<file path="src/rtl/regfile_pkg.sv">
// regfile_pkg: shared sizing helper, zero-register index and register typedefs for regfile_mp.
package regfile_pkg;
  function automatic int addr_w(input int n);
    return (n > 1) ? $clog2(n) : 1;
  endfunction
  localparam int ZERO_REG = 0;
  typedef logic [addr_w(32)-1:0] reg_addr_t;
  typedef logic [31:0] reg_data_t;
endpackage

</file>
<file path="src/rtl/regfile_mp_if.sv">
// regfile_mp_if: decode/writeback bus into the register file (writes, reads, reservations).
interface regfile_mp_if
  import regfile_pkg::*;
#(
  parameter int DATA_W   = 32,
  parameter int NUM_REGS = 32,
  parameter int NUM_RD   = 2,
  parameter int NUM_WR   = 1
);
  localparam int ADDR_W = addr_w(NUM_REGS);
  logic [NUM_WR-1:0]        wrEn;
  logic [NUM_WR*ADDR_W-1:0] wrAddr;
  logic [NUM_WR*DATA_W-1:0] wrData;
  logic [NUM_RD*ADDR_W-1:0] rdAddr;
  logic [NUM_RD*DATA_W-1:0] rdData;
  logic [NUM_RD-1:0]        rdBusy;
  logic                     rsvEn;
  logic [ADDR_W-1:0]        rsvAddr;
  logic [ADDR_W:0]          numPending;
  modport master (
    output wrEn, wrAddr, wrData, rdAddr, rsvEn, rsvAddr,
    input  rdData, rdBusy, numPending
  );
  modport slave (
    input  wrEn, wrAddr, wrData, rdAddr, rsvEn, rsvAddr,
    output rdData, rdBusy, numPending
  );
endinterface

</file>
<file path="src/rtl/regfile_scoreboard.sv">
// regfile_scoreboard: pending-write bits per register, registered pending count and per-read busy lookup.
module regfile_scoreboard
  import regfile_pkg::*;
#(
  parameter int NUM_REGS = 32,
  parameter int NUM_RD   = 2,
  parameter int NUM_WR   = 1,
  parameter int ADDR_W   = addr_w(NUM_REGS)
) (
  input  logic                     clk,
  input  logic                     resetN,
  input  logic [NUM_WR-1:0]        wr_en_i,
  input  logic [NUM_WR*ADDR_W-1:0] wr_addr_i,
  input  logic                     rsv_en_i,
  input  logic [ADDR_W-1:0]        rsv_addr_i,
  input  logic [NUM_RD*ADDR_W-1:0] rd_addr_i,
  input  logic [NUM_RD-1:0]        rd_mask_i,
  output logic [NUM_RD-1:0]        rd_busy_o,
  output logic [ADDR_W:0]          num_pending_o
);
  logic [NUM_REGS-1:0] pend_q, pend_d;
  logic [ADDR_W:0]     num_q, num_d;
  // reserve is applied after the clears so a newer producer keeps the register pending
  always_comb begin
    pend_d = pend_q;
    num_d  = '0;
    for (int p = 0; p < NUM_WR; p++)
      if (wr_en_i[p]) pend_d[wr_addr_i[p*ADDR_W +: ADDR_W]] = 1'b0;
    if (rsv_en_i) pend_d[rsv_addr_i] = 1'b1;
    pend_d[ZERO_REG] = 1'b0;
    for (int r = 0; r < NUM_REGS; r++)
      num_d = num_d + {{ADDR_W{1'b0}}, pend_d[r]};
  end
  always_ff @(posedge clk) begin
    if (!resetN) begin
      pend_q <= '0;
      num_q  <= '0;
    end else begin
      pend_q <= pend_d;
      num_q  <= num_d;
    end
  end
  always_comb begin
    rd_busy_o = '0;
    for (int i = 0; i < NUM_RD; i++)
      rd_busy_o[i] = pend_q[rd_addr_i[i*ADDR_W +: ADDR_W]] & ~rd_mask_i[i];
  end
  assign num_pending_o = num_q;
endmodule

</file>
<file path="src/rtl/regfile_mp.sv">
// regfile_mp: multi-port register file with r0 hardwired to zero, optional write-to-read bypass
// and a pending-write scoreboard for RAW hazard stalls.
module regfile_mp
  import regfile_pkg::*;
#(
  parameter int DATA_W   = 32,
  parameter int NUM_REGS = 32,
  parameter int NUM_RD   = 2,
  parameter int NUM_WR   = 1,
  parameter int BYPASS   = 1
) (
  input  logic         clk,
  input  logic         resetN,
  regfile_mp_if.slave  bus
);
  localparam int ADDR_W = addr_w(NUM_REGS);
  logic [DATA_W-1:0] rf_q [NUM_REGS];
  logic [DATA_W-1:0] rf_d [NUM_REGS];
  logic [NUM_RD-1:0] rd_hit;
  // ascending port order makes the highest-numbered port win on an address clash
  always_comb begin
    rf_d = rf_q;
    for (int p = 0; p < NUM_WR; p++)
      if (bus.wrEn[p]) rf_d[bus.wrAddr[p*ADDR_W +: ADDR_W]] = bus.wrData[p*DATA_W +: DATA_W];
    rf_d[ZERO_REG] = '0;
  end
  always_ff @(posedge clk) begin
    if (!resetN) rf_q <= '{default: '0};
    else         rf_q <= rf_d;
  end
  always_comb begin
    rd_hit      = '0;
    bus.rdData  = '0;
    for (int i = 0; i < NUM_RD; i++) begin
      bus.rdData[i*DATA_W +: DATA_W] = rf_q[bus.rdAddr[i*ADDR_W +: ADDR_W]];
      for (int p = 0; p < NUM_WR; p++)
        if (BYPASS != 0 && bus.wrEn[p] && bus.wrAddr[p*ADDR_W +: ADDR_W] == bus.rdAddr[i*ADDR_W +: ADDR_W]) begin
          rd_hit[i]                      = 1'b1;
          bus.rdData[i*DATA_W +: DATA_W] = bus.wrData[p*DATA_W +: DATA_W];
        end
      if (bus.rdAddr[i*ADDR_W +: ADDR_W] == ADDR_W'(ZERO_REG))
        bus.rdData[i*DATA_W +: DATA_W] = '0;
    end
  end
  regfile_scoreboard #(
    .NUM_REGS (NUM_REGS),
    .NUM_RD   (NUM_RD),
    .NUM_WR   (NUM_WR),
    .ADDR_W   (ADDR_W)
  ) u_sb (
    .clk           (clk),
    .resetN        (resetN),
    .wr_en_i       (bus.wrEn),
    .wr_addr_i     (bus.wrAddr),
    .rsv_en_i      (bus.rsvEn),
    .rsv_addr_i    (bus.rsvAddr),
    .rd_addr_i     (bus.rdAddr),
    .rd_mask_i     (rd_hit),
    .rd_busy_o     (bus.rdBusy),
    .num_pending_o (bus.numPending)
  );
endmodule
</file>
<file path="src/flat_wrapper.sv">
// flat-port wrapper written by rule: the top's interface ports become plain ports
module regfile_mp_flat import regfile_pkg::*;
#(
  parameter int DATA_W   = 32,
  parameter int NUM_REGS = 32,
  parameter int NUM_RD   = 2,
  parameter int NUM_WR   = 1,
  parameter int BYPASS   = 1
)
  (clk, resetN, bus_wrEn, bus_wrAddr, bus_wrData, bus_rdAddr, bus_rsvEn, bus_rsvAddr, bus_rdData, bus_rdBusy, bus_numPending);
  regfile_mp_if #(.DATA_W(DATA_W), .NUM_REGS(NUM_REGS), .NUM_RD(NUM_RD), .NUM_WR(NUM_WR)) bus_i ();
  input  logic clk;
  input  logic resetN;
  input wire logic [$bits(bus_i.wrEn)-1:0] bus_wrEn;
  input wire logic [$bits(bus_i.wrAddr)-1:0] bus_wrAddr;
  input wire logic [$bits(bus_i.wrData)-1:0] bus_wrData;
  input wire logic [$bits(bus_i.rdAddr)-1:0] bus_rdAddr;
  input wire logic [$bits(bus_i.rsvEn)-1:0] bus_rsvEn;
  input wire logic [$bits(bus_i.rsvAddr)-1:0] bus_rsvAddr;
  output wire logic [$bits(bus_i.rdData)-1:0] bus_rdData;
  output wire logic [$bits(bus_i.rdBusy)-1:0] bus_rdBusy;
  output wire logic [$bits(bus_i.numPending)-1:0] bus_numPending;
  assign bus_i.wrEn = bus_wrEn;
  assign bus_i.wrAddr = bus_wrAddr;
  assign bus_i.wrData = bus_wrData;
  assign bus_i.rdAddr = bus_rdAddr;
  assign bus_i.rsvEn = bus_rsvEn;
  assign bus_i.rsvAddr = bus_rsvAddr;
  assign bus_rdData = bus_i.rdData;
  assign bus_rdBusy = bus_i.rdBusy;
  assign bus_numPending = bus_i.numPending;
  regfile_mp #(.DATA_W(DATA_W), .NUM_REGS(NUM_REGS), .NUM_RD(NUM_RD), .NUM_WR(NUM_WR), .BYPASS(BYPASS)) u_core (.clk(clk), .resetN(resetN), .bus(bus_i));
endmodule
</file>
<file path="config.mk">
export PLATFORM = sky130hd
export DESIGN_NAME = regfile_mp_flat
export DESIGN_NICKNAME = d
export VERILOG_FILES = /design/src/rtl/regfile_pkg.sv /design/src/rtl/regfile_mp_if.sv /design/src/rtl/regfile_scoreboard.sv /design/src/rtl/regfile_mp.sv /design/src/flat_wrapper.sv
export SDC_FILE = /design/constraint.sdc
export NUM_CORES = 2
export LEC_CHECK = 0
export ABC_CLOCK_PERIOD_IN_PS = 13900
export CORE_MARGIN = 2
export CORE_UTILIZATION = 55
export CTS_CLUSTER_SIZE = 24
export DETAILED_ROUTE_END_ITERATION = 16
export HOLD_SLACK_MARGIN = 0.1
export PLACE_DENSITY_LB_ADDON = 0.12
export SLEW_MARGIN = 20
export SYNTH_ARGS = -nofsm -noshare
export SYNTH_HDL_FRONTEND = slang
export SYNTH_SLANG_ARGS = --single-unit
</file>
<file path="constraint.sdc">
create_clock -name clk -period 13.9 [get_ports clk]
set_clock_uncertainty 0.2 [all_clocks]
set_input_delay 3.475 -clock clk [delete_from_list [all_inputs] [get_ports clk]]
set_output_delay 3.475 -clock clk [all_outputs]
set_load 0.01 [all_outputs]
</file>
==> flow_summary.rst <==
.. list-table::
   :header-rows: 1

   * - Metric
     - Value
   * - Combined area of the multi-input logic cells
     - 33400 sq um
   * - Met1 layer wirelength in the final routing
     - 85.2 mm
   * - GR Overflow Total
     - 0
   * - Number of placement rows
     - 117
   * - Number of endpoints with negative hold slack in the final report
     - 0
   * - Filler Cells Inserted
     - 8809
   * - Portion of synthesized cell area occupied by the leading cell type
     - 36.2%
   * - Warnings from Yosys
     - 0
   * - Clock transition at the register clock pins on the worst setup and hold paths after CTS
     - 0.05 ns
   * - Worst setup path class
     - in -> out
   * - Synthesized instance count
     - 6361
   * - Met3 WL post-DR
     - 30.9 mm
   * - Detailed-placement wirelength estimate
     - 125 mm
   * - Highest net fanout along the worst path
     - 93
   * - Leading post-synthesis cells by cell area
     - dfxtp_1, nand2_1, mux4_2
   * - Cts repair resizes
     - 0
   * - Antenna violations before repair
     - 5
   * - Total die area
     - 106000 sq um
   * - Met2 WL post-DR
     - 95.4 mm
   * - Mapped cell area
     - 56800 sq um
   * - Number of synthesized register bits
     - 1029
   * - Top layer in use
     - met5
   * - Via density per instance
     - 6.76
   * - I/O pin count
     - 128
   * - Core Footprint
     - 102000 sq um
   * - Unrepaired setup endpoints after global routing
     - false
   * - Syn Nets
     - 6447
   * - Hold buffers post-CTS
     - 0
   * - All-layer global routing usage
     - 41.9%
   * - Average footprint of a synthesized cell
     - 8.94 sq um
   * - Starting Density
     - 55.6%
   * - Count of distinct cell types in the synthesized netlist
     - 59
   * - Non-filler instance count after layout
     - 7542
   * - Final period demand of the worst path
     - 11.23 ns
   * - Remaining antenna violation count after routing
     - 0
   * - Pin count of the biggest net entering global routing
     - 265
   * - Wire length of the first global-routing pass
     - 330 mm
   * - Power density cells
     - 110 nW/um^2
   * - Count of maximum capacitance violations
     - 0
   * - Clock Sinks
     - 1029
   * - Number of nets at the end of the flow
     - 6164
   * - Result of the run
     - finished, final reports clean
   * - I/O Buffers
     - 127
   * - Count of flip-flops with a built-in enable after synthesis
     - 0
   * - Maximum ir drop on the vdd rail
     - 0.135 mV
   * - Layout Area Growth over Synthesis
     - 9.30%
   * - Class of the tightest hold or removal check
     - reg -> reg
   * - Startpoint class of the critical path
     - input pin
   * - Fraction of final layout cells with drive strength greater than 1
     - 15.4%
   * - Die width
     - 325 um
   * - Number of H-tree branching levels
     - 3
   * - Upper clock frequency limit
     - 89.1 MHz
   * - DIE HEIGHT
     - 325 um
   * - Number of pins with negative max-slew slack in the final report
     - 0
   * - Number of global-route vias before repair
     - 48141
   * - Asr flop ratio synth
     - 0%
   * - Sequential share of the synthesized area
     - 36.2%
   * - Total via count after detailed routing
     - 50969
   * - Postcts setup bufs
     - 0
   * - Leak pwr
     - 0.0210 uW
   * - Final estimated routing congestion in global placement
     - 0.920
   * - Most used flip-flop cell after synthesis
     - dfxtp_1
   * - Placed cells
     - 7330
   * - Yosys top cell by area
     - dfxtp_1
   * - Required time reported for the critical path endpoint
     - 10.22 ns
   * - Rel. slew slack
     - 1.62%
   * - Clock Tree Root
     - clkbuf_16
   * - Final routed wirelength across all metal layers
     - 227 mm
   * - Setup_tns
     - 0 ns
   * - Count of routing violations after the opening detailed-route iteration
     - 7596
   * - DR WL/cell
     - 30.2 um
   * - Area of all sequential standard cells
     - 20600 sq um
   * - Clk buf depth
     - 3
   * - Count of final setup violators
     - 0
   * - Clock Latency Late Sink
     - 0.71 ns
   * - Number of DRC violations after detailed routing
     - 0
   * - Number of buffers created by CTS
     - 113
   * - TritonCTS clock tree
     - built
   * - Slew of the pin with the lowest slew margin
     - 1.48 ns
   * - Total iterations of the first detailed-routing run
     - 8
   * - Part of the cycle the worst path needs
     - 80.8%
   * - Arrival time of the worst setup path
     - 7.55 ns
   * - Kind of capture point of the worst setup path
     - output pin
## kinds of logic (layout without fill, tap and decap cells)
logic type                 after synthesis  after routing  share of synthesized area (%)
and+or+nand+nor                       2314           2314                           15.9
AOI/OAI and AO/OA                     1492           1492                           19.7
DFF                                   1029           1029                           36.2
muxes                                  787            787                           21.4
buffers and inverters                  696            506                           5.60
adders and majority gates               30             30                          0.964
xor gates and xnor gates                13             13                          0.200
other                                    0              3                              0
## final timing paths
kind	start	slack, ns	to	cells after the start
setup reg to reg	u_core.u_sb.pend_q[28]	8.56	u_core.u_sb.num_pending_o[4]	16
hold reg to reg	u_core.rf_q[506]	0.26	u_core.rf_q[506]	2
hold / removal	u_core.rf_q[506]	0.26	u_core.rf_q[506]	2
setup / recovery	bus_rdAddr[1]	2.67	bus_rdData[13]	9
## per-layer routing
layer	up-vias	track usage (%)
met5	-	0
met4	8	25.7
met3	912	12.5
met2	3581	61.3
met1	24891	54.3
li1	21577	-
## registers in the layout (all words and copies together) (netlist names)
| signal | flops |
|---|---|
| u_core.u_sb.num_pending_o | 6 |
| u_core.rf_q | 992 |
| u_core.u_sb.pend_q | 31 |
## cell usage in the layout, fill, tap and decap left out, drive strengths merged, types with 54 or more instances in the layout
master and count:
dfxtp 1029, mux2i 268, o21ai 89, a21boi 992, mux2 196, nor2b 55, buf 155, a22oi 72
nand2 2085, mux4 323, nor2 96, a211oi 54, clkbuf 172, clkdlybuf4s50 116
## per-stage QoR
step	worst slack [ns]	cell area [sq um]	hold slack [ns]	util (%)	power [uW]
global placement	2.80	58300	0.247	57.0	3760
CTS	2.74	62100	0.264	60.8	6800
global route	2.58	62100	0.282	60.8	6970
finish	2.67	62100	0.263	60.8	6830
detailed placement	2.79	58300	0.255	57.1	3770
floorplan	4.87	56800	0.241	-	3500
## cell type report
class | instances | share of cell area [%]
Multi-Input combinational cell | 4636 | 53.8
Sequential cell | 1029 | 33.2
Clock buffer | 172 | 5.43
Timing Repair Buffer | 271 | 4.03
Tap cell | 1368 | 2.75
Clock inverter | 36 | 0.663
Inverter | 27 | 0.167
Antenna cell | 3 | 0.0121
## worst max-delay path, stage by stage
cell and delay (ns):
buf_8 0.62, buf_4 0.81, buf_4 0.78, mux2i_1 0.17, a22oi_1 0.23, o221ai_1 0.17, a21oi_1 0.26, a32o_1 0.33
clkdlybuf4s50_1 0.58
## power by group
| group | total [uW] | leakage [uW] | internal, uW | switching [uW] |
|---|---|---|---|---|
| combinational | 743 | 0.0108 | 265 | 477 |
| sequential | 2990 | 0.00830 | 2970 | 17.4 |
| clock | 3100 | 0.00188 | 1800 | 1310 |
| total | 6830 | 0.0210 | 5030 | 1800 |
## cell usage after synthesis, drive strengths merged, types with 6 or more instances
library cell  number
inv               27
a211oi            54
xnor2             11
nor2              96
and2              19
a221oi            46
o31ai              7
nor3b              7
mux4             323
a21oi             22
dfxtp           1029
a2111oi           17
ha                 7
nand2           2085
a22o              46
o211ai            24
nor2b             55
o221ai            48
mux2             196
or2                7
clkbuf           447
o22ai             44
a32o              19
a22oi             72
mux2i            268
a21boi           992
nor3              18
o21ai             89
buf              222
nand2b             6
fa                23
No activity file was read; power rests on OpenSTA's default activity.
